## config.mk

```make
export PLATFORM = sky130hd
export DESIGN_NAME = pe_ctrl_sequencer
export DESIGN_NICKNAME = d
export VERILOG_FILES = /design/src/rtl/pea_pkg.sv /design/src/rtl/pea_latency_tracker.sv /design/src/rtl/pe_ctrl_sequencer.sv
export SDC_FILE = /design/constraint.sdc
export NUM_CORES = 1
export LEC_CHECK = 0
export CAP_MARGIN = 15
export CELL_PAD_IN_SITES_DETAIL_PLACEMENT = 0
export CELL_PAD_IN_SITES_GLOBAL_PLACEMENT = 1
export CORE_UTILIZATION = 40
export CTS_BUF_LIST = sky130_fd_sc_hd__clkbuf_8
export DETAILED_ROUTE_END_ITERATION = 8
export PLACE_DENSITY = 0.68
export SETUP_SLACK_MARGIN = 0.5
export SKIP_CTS_REPAIR_TIMING = 1
export SLEW_MARGIN = 25
export SYNTH_ARGS = -nofsm -noshare
export SYNTH_HDL_FRONTEND = slang
export SYNTH_SLANG_ARGS = --single-unit
```

## constraint.sdc

```tcl
create_clock -name clk -period 3.8 [get_ports clk]
set_input_delay 0.38 -clock clk [delete_from_list [all_inputs] [get_ports clk]]
set_output_delay 0.38 -clock clk [all_outputs]
set_load 0.05 [all_outputs]
```

## src/rtl/pea_pkg.sv

```systemverilog
// rtl/pea_pkg.sv - shared constants and types for the PE array control path
package pea_pkg;

    localparam int CTRL_W  = 13;
    localparam int OPC_LSB = 0;
    localparam int OP2_LSB = 4;
    localparam int OP1_LSB = 7;
    localparam int OUT_LSB = 10;
    localparam int PE_LAT  = 3;

    typedef enum logic [1:0] {
        IDLE  = 2'd0,
        RUN   = 2'd1,
        DRAIN = 2'd2,
        DONE  = 2'd3
    } seq_state_t;

endpackage

```

## src/rtl/pea_latency_tracker.sv

```systemverilog
// rtl/pea_latency_tracker.sv - shadow pipeline of issued ops, checks each retires after LAT cycles
module pea_latency_tracker #(
    parameter int LAT = 3
) (
    input  logic clk,
    input  logic reset,
    input  logic issue,
    input  logic check,
    input  logic retire,
    output logic mismatch,
    output logic empty
);

    logic [LAT-1:0] sh;

    always_ff @(posedge clk) begin
        if (reset) begin
            sh <= '0;
        end else begin
            sh <= {sh[LAT-2:0], issue};
        end
    end

    assign mismatch = check && (sh[LAT-1] != retire);

    // The tap retires this cycle, so only younger stages and a new issue keep work in flight.
    assign empty = !issue && (sh[LAT-2:0] == '0);

endmodule

```

## src/rtl/pe_ctrl_sequencer.sv

```systemverilog
// rtl/pe_ctrl_sequencer.sv - replays a context program of PE control words and tracks their retirement
module pe_ctrl_sequencer #(
    parameter int DEPTH  = 16,
    parameter int CTRL_W = pea_pkg::CTRL_W,
    parameter int PE_LAT = pea_pkg::PE_LAT,
    parameter int LOOP_W = 8
) (
    input  logic                       clk,
    input  logic                       reset,
    input  logic                       cfg_we,
    input  logic [$clog2(DEPTH)-1:0]   cfg_addr,
    input  logic [CTRL_W-1:0]          cfg_data,
    input  logic [$clog2(DEPTH):0]     cfg_len,
    input  logic [LOOP_W-1:0]          loop_cnt,
    input  logic                       start,
    input  logic                       data_valid,
    input  logic                       pe_output_ready,
    output logic [CTRL_W-1:0]          ctrl,
    output logic                       en,
    output logic                       input_ready,
    output logic                       busy,
    output logic                       done,
    output logic                       err,
    output logic [15:0]                issued
);

    import pea_pkg::*;

    localparam int AW = $clog2(DEPTH);
    localparam logic [AW:0]       LEN_ONE  = (AW+1)'(1);
    localparam logic [LOOP_W-1:0] LOOP_ONE = LOOP_W'(1);

    seq_state_t        state;
    logic [CTRL_W-1:0] ctx [DEPTH];
    logic [AW-1:0]     pc;
    logic [AW:0]       len;
    logic [LOOP_W-1:0] reps;
    logic              last_word;
    logic              mismatch;
    logic              empty;

    assign busy      = (state == RUN) || (state == DRAIN);
    assign done      = (state == DONE);
    assign last_word = ({1'b0, pc} == len - LEN_ONE);

    // The program must not change underneath a running replay.
    always_ff @(posedge clk) begin
        if (cfg_we && !busy) begin
            ctx[cfg_addr] <= cfg_data;
        end
    end

    always_ff @(posedge clk) begin
        if (reset) begin
            state       <= IDLE;
            pc          <= '0;
            len         <= '0;
            reps        <= '0;
            ctrl        <= '0;
            en          <= 1'b0;
            input_ready <= 1'b0;
            issued      <= '0;
            err         <= 1'b0;
        end else begin
            en          <= 1'b0;
            input_ready <= 1'b0;
            if (mismatch) begin
                err <= 1'b1;
            end
            case (state)
                IDLE: begin
                    if (start) begin
                        len    <= cfg_len;
                        reps   <= (loop_cnt == '0) ? LOOP_ONE : loop_cnt;
                        pc     <= '0;
                        issued <= '0;
                        err    <= 1'b0;
                        state  <= (cfg_len == '0) ? DONE : RUN;
                    end
                end
                RUN: begin
                    if (data_valid) begin
                        ctrl        <= ctx[pc];
                        en          <= 1'b1;
                        input_ready <= 1'b1;
                        if (issued != 16'hFFFF) begin
                            issued <= issued + 16'd1;
                        end
                        if (last_word) begin
                            pc   <= '0;
                            reps <= reps - LOOP_ONE;
                            if (reps == LOOP_ONE) begin
                                state <= DRAIN;
                            end
                        end else begin
                            pc <= pc + AW'(1);
                        end
                    end
                end
                DRAIN: begin
                    if (empty) begin
                        state <= DONE;
                    end
                end
                DONE:    state <= IDLE;
                default: state <= IDLE;
            endcase
        end
    end

    // Retirement is only policed while a run owns the PE; abandoned results are ignored.
    pea_latency_tracker #(
        .LAT (PE_LAT)
    ) u_lat (
        .clk      (clk),
        .reset    (reset),
        .issue    (en),
        .check    (busy),
        .retire   (pe_output_ready),
        .mismatch (mismatch),
        .empty    (empty)
    );

endmodule

```

Yosys cells after proc, flatten, opt, wreduce, memory -nomap -nowiden

Memory sizes are Yosys's and may differ from the RTL's. A register that Yosys moved wholly into a read port is not among the register bits.
Cells that the tools add are included.

Memory bits (read-only): 0
Input port bits: 36
Word-level logic and storage cells: 71
Memory bits (writable): 208
Register bits: 40
Latch bits: 0
Output and inout port bits: 34
Memories: 1

Reduce and logical (&&, ||, !) cells: 18
Multiply operators: 0
Div/mod/pow operators: 0
Bitwise gates (word level): 1
Equal/unequal tests: 13
Add/sub/neg operators: 4
Shift operators: 0
Muxes and demuxes: 26
Magnitude comparators: 0

Memory list:

| memory | depth | bits a word | rd ports | clocked after Yosys merged registers in | write ports | RTL line                | text |
|---|---|---|---|---|---|---|---|
| ctx    | 16    | 13          | 1        | 1                                       | 1           | pe_ctrl_sequencer.sv:34 | `logic [CTRL_W-1:0] ctx [DEPTH];` |

Operators with widths:

| operator                | number |
|---|---|
| $mux W16                | 3 |
| $mux W8                 | 4 |
| $pmux W16 S2            | 1 |
| $add A16 B1 Y16 const B | 1 |
| $ne A16 B16 Y1 const B  | 1 |
| $pmux W8 S2             | 1 |
| $mux W2                 | 6 |
| $mux W4                 | 3 |
| $eq A8 B1 Y1 const B    | 1 |
| $logic_not A8 Y1        | 1 |
| $ne A2 B2 Y1 const B    | 4 |
| $pmux W2 S4             | 1 |
| $pmux W4 S2             | 1 |
| $reduce_and A4 Y1       | 2 |
| $sub A8 B1 Y8 const B   | 1 |
| $mux W1                 | 6 |
| $eq A4 B5 Y1            | 1 |
| $logic_not A5 Y1        | 1 |
| $reduce_and A5 Y1       | 1 |
| $sub A5 B1 Y5 const B   | 1 |
| $add A4 B1 Y4 const B   | 1 |
| $eq A2 B2 Y1 const B    | 2 |
| $logic_not A2 Y1        | 2 |
| $ne A2 B1 Y1 const B    | 2 |
| 10 further kinds        | 14 |

Depth between registers and ports, before layout

Gate-level depths: netlist of run 1.

Word-level depth: 6
Gate-level depth with buffers: 9
Mapped depth without buffers: 7

Cells and area by module

A second synthesis of run 1 with hierarchy kept.

Cells, all modules: 667
Area, all modules: 10548.9 um^2

By module, submodules not included:

| module              | cells an instance | times used | area an instance (um^2) | sequential area each (um^2) |
|---|---|---|---|---|
| pe_ctrl_sequencer   | 658               | 1          | 10450.0                 | 7247.0 |
| pea_latency_tracker | 9                 | 1          | 98.8                    | 60.1 |

Least setup slack after synthesis of run 1

OpenSTA, ideal clock, no wires.

Path kind: reg-to-reg
Start: reg state[0]
End: mem ctx[2][0] (enable)
Arrival: 2.609 ns
Required time: 3.401 ns
Path slack: 0.792 ns
Stages on the path, launching flop included: 6
Library setup time: 0.399 ns
Clock period less this slack: 3.008 ns
Buffers on the path: 0
Path through: dfxtp_1 inv_1 ha_1 nand2b_1 or3b_2 nor3_1

Longest elaborated chain between the ends: 6
Elaborated cells on any way between the ends: 7
Classes of those cells: eq/ne: 2; mux: 2; reduce/logical: 3

RTL lines:

| item                                         | RTL line                | text |
|---|---|---|
| start: declaration                           | pe_ctrl_sequencer.sv:33 | `seq_state_t state;` |
| start signal: assignment                     | pe_ctrl_sequencer.sv:78 | `state <= (cfg_len == '0) ? DONE : RUN;` |
| $eq A2 B1 Y1 or $eq A2 B2 Y1 (tied branches) | pe_ctrl_sequencer.sv:42 | `assign busy = (state == RUN) \|\| (state == DRAIN);` |
| $logic_or A1 B1 Y1 *                         | pe_ctrl_sequencer.sv:42 |  |
| named net busy                               | pe_ctrl_sequencer.sv:21 | `output logic busy,` |
| $logic_not A1 Y1 *                           | pe_ctrl_sequencer.sv:48 | `if (cfg_we && !busy) begin` |
| $logic_and A1 B1 Y1 *                        | pe_ctrl_sequencer.sv:48 |  |
| $mux W1 *                                    | pe_ctrl_sequencer.sv:48 |  |
| $mux W1 (not written as such) *              | pe_ctrl_sequencer.sv:49 | `ctx[cfg_addr] <= cfg_data;` |
| end: declaration                             | pe_ctrl_sequencer.sv:34 |  |

The timed path passes the listed nets; every way through them passes the cells marked *.

Worst setup path after layout of run 1

Start: reg state[0]
End: out busy

Longest elaborated chain between the ends: 2
Elaborated cells on any way between the ends: 3
Classes of those cells: eq/ne: 2; reduce/logical: 1

RTL lines:

| item                                         | RTL line |
|---|---|
| $eq A2 B1 Y1 or $eq A2 B2 Y1 (tied branches) | pe_ctrl_sequencer.sv:42 |
| $logic_or A1 B1 Y1 *                         | pe_ctrl_sequencer.sv:42 |
| end: declaration                             | pe_ctrl_sequencer.sv:21 |

Every way passes the cells marked *; elsewhere a longest branch is shown, timed or not.

==> results.env, run 1 <==
OUTCOME='finished, final reports clean'
WL_PER_CELL_MICRONS=21.9
FILLERS=2164
HPWL_MICRONS=15300
SEQ_CELL_AREA_SQ_UM=7310
CRITPATHMAXFANOUT=5
FIN_HOLD_WS_NS=0.457
CRITPATHMAXSTAGEDELAY_NS=0.92
STATIC_LEAKAGE_POWER_nW=4.02
GRT-OVFL-TOTAL=0
DRTANTENNAVIOLNETS=0
HOLD_VIOLATIONS=0
RSZ_0062_RAISED_AFTER_GLOBAL_ROUTING='false'
CRITICAL_PATH_CLASS='flip-flop to output port'
INITIAL_ANTENNA_VIOLATION_COUNT=0
ASYNC_FLOP_SHARE=0
SYNTH_ENABLE_FLOP_CELLS=208
POWER_FRAC_CLOCK=0.335
NUM_VIAS=6262
SYNTH_LARGEST_TYPE_AREA_FRACTION=0.596
CTS.CLK_SLEW.WORST_PATHS_NS=0.07
REG2REGPATHDEPTH=7
WORSTHOLDPATHCELLS=1
MIN_DELAY_WORST_ENDPOINT='u_lat.sh[1]$_SDFF_PP0_'
FIRST_PASS_GRT_WIRE_LENGTH_MICRONS=37300
WORST_HOLD_PATH_TYPE='flip-flop to flip-flop'
TRITONCTS_CLOCK_TREE='done'
DIODES_INSERTED=0
WORST_EP_ARRIVAL_TIME_NS=2.43
SEQPWRFRAC=0.483
AREAGROWTHSYNTHTOFINISH_PCT=19.0
NUMBER_OF_CLOCK_BUFFERS_INSERTED_BY_TRITONCTS=43
SYN_STD_CELL_AREA_SQ_UM=10500
WORST_EP_REQUIRED_TIME_NS=3.42
DIE_WIDTH_MICRONS=164
SYNTH.AREA.TOP_CELLS='edfxtp_1, mux4_2, dfxtp_1'
CTSHTREEMAXLEVEL=2
YOSYS.CELL_TYPES.COUNT=55
VIA_PER_INST=5.61
YOSYS_WARNINGS=0
FIRSTDRTPASSITERS=5
VIAS_IN_THE_FIRST_GLOBAL_ROUTE=6386
CRITICAL_PATH.N_BUFFERS_INVERTERS=2
POST-SYNTH-TOP-AREA-CELL='edfxtp_1'
DIE_OUTLINE_HEIGHT_MICRONS=164
DRC_ERRORS=0
ACHIEVABLE-FREQUENCY_GHz=0.355
AREA_OF_COMBINATIONAL_CELLS_WITH_MULTIPLE_INPUTS_SQ_UM=3000
CTS_ROOT_BUF='clkbuf_8'
SYNTH_SEQ_AREA_SHARE=0.698
IO_PINS=70
CLOCK_SINKS=261
POSTSYNTH.TOPFLOPCELL='edfxtp_1'
LAYOUT_MIN_CYCLE_TIME_NS=2.81
INITIAL_CORE_UTIL=0.412
CAP_VIOLATIONS=0
PWR_PER_CELL_AREA_nW_PER_UM2=559
TRACK_USAGE=0.190
DESIGN.CORE.AREA_SQ_UM=25400
SETUP_VIOL=0
R2R_PATH_START='state[0]$_SDFFE_PP0P_'
GPL.FINAL_WEIGHTED_CONGESTION=0.878
NET-SWITCHING-POWER_W=0.00200
SWSHARE=0.287
SYNTH_CELLS=649
MAXIMUM_NUMBER_OF_PINS_ON_ONE_NET_BEFORE_GLOBAL_ROUTE_REPAIR=56
FINALSETUPTNS_NS=0
CTS.PATH.MAX_BUFFERS=3
SYNTH_FP_NETS=694
CRITICAL_PATH.CELL_CHAIN='inv_1, ha_1, clkdlybuf4s50_1'
LOGIC_GATE_SHARE_OF_TOTAL_POWER=0.183
SETUP.WORST_PATH.END_CLASS='output port'
FRACTION_OF_FINAL_LAYOUT_CELLS_WITH_DRIVE_STRENGTH_GREATER_THAN_1=0.192
TIMING.CLOCK.SKEW_NS=0.0269
FLOORPLAN.DIE_AREA_SQ_UM=26800
DESIGN.FINAL.NETS=799
CRIT_PATH_TOP_DELAY_CELL='clkdlybuf4s50_1'
TOTALWIRELENGTH_MICRONS=24500
POWER_INTERNAL_W=0.00496
VDD_DROP_MAX_V=0.000338
MAXSLEWVIOLCOUNT=0
FIN_CRIT_SH=0.740
CLK-INSERTION-DELAY-LATE_NS=0.55
BUFFER_PORTS.INSERTED=69
MIN_FROM='u_lat.sh[0]$_SDFF_PP0_'
CRIT_REG_REG_ENDPOINT='ctx[1][10]$_DFFE_PP_'
DRTITER0DRC=537
YOSYS_REGISTER_BITS=261
CRITICAL_PATH.STARTPOINT_TYPE='flip-flop'
SLEW_HEADROOM=0.342
PLACEMENT_ROWS=58
CRITICAL-PATH-TOP-DELAY-FAMILY='buffers and inverters'
POST_SYNTH.CELL_AREA_AVG_SQ_UM=16.1
TIMING_WORST_SLEW_PIN_VALUE_NS=0.978
REGTOREGSETUPSLACK_NS=1.06
==> layout by cell type, fill, tap and decap left out, drive strengths merged, types with 6 or more instances in the layout <==
| master | instances |
|---|---|
| nor3 | 14 |
| a22oi | 27 |
| inv | 21 |
| xor2 | 13 |
| ha | 9 |
| a21oi | 40 |
| nand4 | 9 |
| clkinv | 17 |
| edfxtp | 208 |
| nor2b | 8 |
| dfxtp | 53 |
| nand2 | 25 |
| clkbuf | 48 |
| o21ai | 6 |
| buf | 25 |
| nor2 | 53 |
| or4 | 6 |
| xnor2 | 6 |
| clkdlybuf4s50 | 69 |
| a211oi | 6 |
| mux4 | 52 |
| nand3 | 16 |
==> metrics by stage <==
stage	setup WS (ns)	instances	instance area [sq um]	total power, W	util
floorplan	0.792	649	10500	0.00430	-
global placement	1.03	1039	11600	0.00466	0.458
detailed placement	0.966	1039	11600	0.00469	0.458
CTS	0.979	1117	12500	0.00703	0.491
global route	0.857	1117	12500	0.00727	0.491
finish	0.987	1117	12500	0.00697	0.491
==> cell families after synthesis <==
group	after synthesis	synth area share
AND/OR/NAND/NOR	153	0.0714
adder cells (fa/ha/maj)	9	0.0108
XOR/XNOR	20	0.0182
multiplexers	57	0.117
buffers and inverters	45	0.0186
AO/OA/AOI/OAI	104	0.0665
flip-flops	261	0.698
==> state kept, by name (all words and copies together), names as in the netlist <==
signal,count
len,5
err,1
u_lat.sh,3
ctrl,13
input_ready,1
state,2
ctx,208
issued,16
reps,8
pc,4
==> synthesized netlist by cell type, drive strengths merged, types with 2 or more instances <==
cell and instances:
a211oi 6, and3 4, edfxtp 208, nand4 9, a31oi 3, nor3 14
dfxtp 53, nand4b 3, nand2 25, a211o 2, o32ai 2, inv 10
ha 9, nor2b 8, a2111oi 2, o31ai 4, a22oi 27, nand3 16
buf 14, mux2i 4, xor2 13, and2 2, o311ai 4, nor2 53
or4 6, o21ai 6, mux4 52, xnor2 6, nor4 4, a21oi 40
clkbuf 20, nand2b 3, or3 3
==> layer usage <==
layer / wire [microns] / share of wire / global-route usage
met2: 11600 / 0.47 / 0.299
met3: 1840 / 0.075 / 0.0465
met4: 585 / 0.024 / 0.0636
met1: 10400 / 0.43 / 0.257
met5: 0 / 0 / 0
==> power groups by stage <==
stage / logic (W) / registers, W / clock network, W
after floorplan: 0.000855 / 0.00345 / 0
after detailed placement: 0.00127 / 0.00342 / 0
after global routing: 0.00138 / 0.00339 / 0.00251
after global placement: 0.00125 / 0.00341 / 0
final: 0.00127 / 0.00336 / 0.00233
after CTS: 0.00127 / 0.00337 / 0.00239
==> how the worst max path moves through the flow <==
stage,slack [ns],end,startpoint,cells past startpoint
4_1_cts,0.98,busy,state[0]$_SDFFE_PP0P_,3
2_1_floorplan,0.79,ctx[2][0]$_DFFE_PP_,state[0]$_SDFFE_PP0P_,5
3_3_place_gp,1.03,issued[15]$_SDFFE_PP0P_,start,6
6_report,0.99,busy,state[0]$_SDFFE_PP0P_,3
5_1_grt,0.86,issued[15]$_SDFFE_PP0P_,state[1]$_SDFFE_PP0P_,8
3_5_place_dp,0.97,issued[15]$_SDFFE_PP0P_,start,6
==> cell type report <==
class | instances | share of cell area
clock buffers | 48 | 0.0530
clock inverters | 30 | 0.0130
inverters | 11 | 0.00331
multi-input cells | 343 | 0.241
flip-flops and latches | 261 | 0.587
well taps | 330 | 0.0331
repair buffers | 94 | 0.0705
No activity file was read; power rests on OpenSTA's default activity.
==> inputs of run 2 (changes only) <==
Clock period 3.8 ns to 2.9 ns, I/O delays scaled along.
==> results.env, run 2 (same netlist as run 1, synthesis figures left out) <==
OUTCOME='finished, final reports clean'
CRITICAL_PATH_CLASS='flip-flop to flip-flop'
VDD_DROP_MAX_V=0.000404  # +20%
LAYOUT_COMMON_CELLS='edfxtp_1, clkdlybuf4s50_1, mux4_2'
SETUP_VIOL=0  # unchanged
TIMING.CLOCK.SKEW_NS=0.0342  # +0.00733 ns
DRTITER0DRC=536  # -0.19%
AREAGROWTHSYNTHTOFINISH_PCT=21.1
SLEW_HEADROOM=0.495  # +0.153
TIMING_WORST_SLEW_PIN_VALUE_NS=0.750  # -0.227 ns
SETUP.WORST_PATH.END_CLASS='flip-flop'
DIE_OUTLINE_HEIGHT_MICRONS=164  # unchanged
MAXSLEWVIOLCOUNT=0  # unchanged
WORST_EP_REQUIRED_TIME_NS=3.15  # -0.27 ns
WL_PER_CELL_MICRONS=21.4  # -2.7%
CRITPATHMAXFANOUT=8  # +3
STATIC_LEAKAGE_POWER_nW=4.17  # +3.8%
FINAL_CELLS=1136  # +1.7%
MAX_FLOP_REGISTER='ctx'
GPL.FINAL_WEIGHTED_CONGESTION=0.832  # -5.2%
CTS.CLK_SLEW.WORST_PATHS_NS=0.06  # about the same
CLK-INSERTION-DELAY-LATE_NS=0.56  # about the same
FIRSTDRTPASSITERS=5  # unchanged
RSZ_0062_RAISED_AFTER_GLOBAL_ROUTING='true'
TRITONCTS_CLOCK_TREE='done'
DESIGN.FINAL.NETS=818  # +2.4%
INITIAL_CORE_UTIL=0.412  # unchanged
TOTALWIRELENGTH_MICRONS=24300  # -1.0%
CRITICAL_PATH.STARTPOINT_TYPE='flip-flop'
DP.CELLS=1057  # +1.7%
GRT-OVFL-TOTAL=0  # unchanged
DIODES_INSERTED=0  # unchanged
NUM_VIAS=6365  # +1.6%
REG.LARGEST.LIST='ctx (208), issued (16), ctrl (13)'
DIE_WIDTH_MICRONS=164  # unchanged
HPWL_MICRONS=15800  # +2.9%
LAYOUT_MIN_CYCLE_TIME_NS=2.31
NUMBER_OF_CLOCK_BUFFERS_INSERTED_BY_TRITONCTS=43  # unchanged
CLOCK_SINKS=261  # unchanged
CTS.PATH.MAX_BUFFERS=3  # unchanged
CTSHTREEMAXLEVEL=2  # unchanged
FIRST_PASS_GRT_WIRE_LENGTH_MICRONS=36900  # -1.3%
VIAS_IN_THE_FIRST_GLOBAL_ROUTE=6444  # +0.91%
INITIAL_ANTENNA_VIOLATION_COUNT=1  # +1
CAP_VIOLATIONS=0  # unchanged
FIN_CRIT_SH=0.797
DESIGN.CORE.AREA_SQ_UM=25400  # unchanged
BUFFER_PORTS.INSERTED=69  # unchanged
VIA_PER_INST=5.60  # about the same
CTS_ROOT_BUF='clkbuf_8'
HOLD_VIOLATIONS=0  # unchanged
IO_PINS=70  # unchanged
DRC_ERRORS=0  # unchanged
FRACTION_OF_FINAL_LAYOUT_CELLS_WITH_DRIVE_STRENGTH_GREATER_THAN_1=0.207  # +0.0153
FLOORPLAN.DIE_AREA_SQ_UM=26800  # unchanged
FILLERS=2194  # +1.4%
FINALSETUPTNS_NS=0  # unchanged
PWR_PER_CELL_AREA_nW_PER_UM2=729  # +30%
WORST_HOLD_PATH_TYPE='input pin to flip-flop'
MAXIMUM_NUMBER_OF_PINS_ON_ONE_NET_BEFORE_GLOBAL_ROUTE_REPAIR=40  # -29%
ACHIEVABLE-FREQUENCY_GHz=0.433
PLACEMENT_ROWS=58  # unchanged
POST-ROUTE-UTIL=0.499  # +0.00837
LAYOUT_COMMONEST_CELL='edfxtp_1'
WORST_EP_ARRIVAL_TIME_NS=2.57  # +0.14 ns
LARGEST_REGISTER_FF_COUNT=208  # unchanged
TRACK_USAGE=0.186  # -0.00392
DRTANTENNAVIOLNETS=0  # unchanged
[run 2: changes by cell type in the layout (fill, tap and decap cells not counted), moves of 2 or more]
cell / before / now
inv_1: 20 / 26
nor2_2: 0 / 2
buf_4: 25 / 41
clkinv_2: 7 / 2
clkbuf_8: 48 / 46
nor2_1: 53 / 51
[run 2: path summary, 6_finish.rpt]
kind	slack, ns	startpoint	end	cells after the start
worst min-delay path	0.41	cfg_len[3]	len[3]$_SDFFE_PP0P_	3
worst min register to register	0.46	u_lat.sh[0]$_SDFF_PP0_	u_lat.sh[1]$_SDFF_PP0_	1
worst max register to register	0.59	state[0]$_SDFFE_PP0P_	ctx[6][10]$_DFFE_PP_	6
worst max-delay path	0.59	state[0]$_SDFFE_PP0P_	ctx[6][10]$_DFFE_PP_	6
[run 2: stage by stage]
step	power [W]	instance area [sq um]	worst slack (ns)	hold slack, ns
2_1_floorplan	0.00564	10500	0.373	0.389
3_3_place_gp	0.00615	11800	0.430	0.440
3_5_place_dp	0.00621	11800	0.435	0.452
4_1_cts	0.00930	12600	0.287	0.375
5_1_grt	0.00964	12700	0.450	0.402
6_report	0.00924	12700	0.588	0.411
[run 2: worst max-delay path, cell delays in order (launching register included)]
cell	delay (ns)
dfxtp_1	0.38
inv_1	0.09
ha_2	0.36
nand2b_1	0.19
or3b_2	0.54
nor2_2	0.23
buf_4	0.25
[run 2: layout make-up]
type / count / area, sq um / share of cell area
multi-input combinational: 343 / 3030 / 0.239
clock inverter: 32 / 196 / 0.0155
timing repair buffer: 113 / 1060 / 0.0834
inverter: 11 / 41.3 / 0.00326
tap: 330 / 413 / 0.0326
sequential: 261 / 7310 / 0.577
clock buffer: 46 / 633 / 0.0499
[run 2: routing by layer]
metal	wire length (microns)	vias up	global-route usage
li1	-	2832	-
met1	10500	3240	0.254
met2	11600	241	0.299
met3	1680	50	0.0316
met4	563	2	0.0665
met5	11	-	0
[run 2: power by group]
part           switching [W]  leakage [nW]  internal, W
registers           0.000151          2.31      0.00422
clock network        0.00142         0.478      0.00165
logic                0.00107          1.38     0.000732
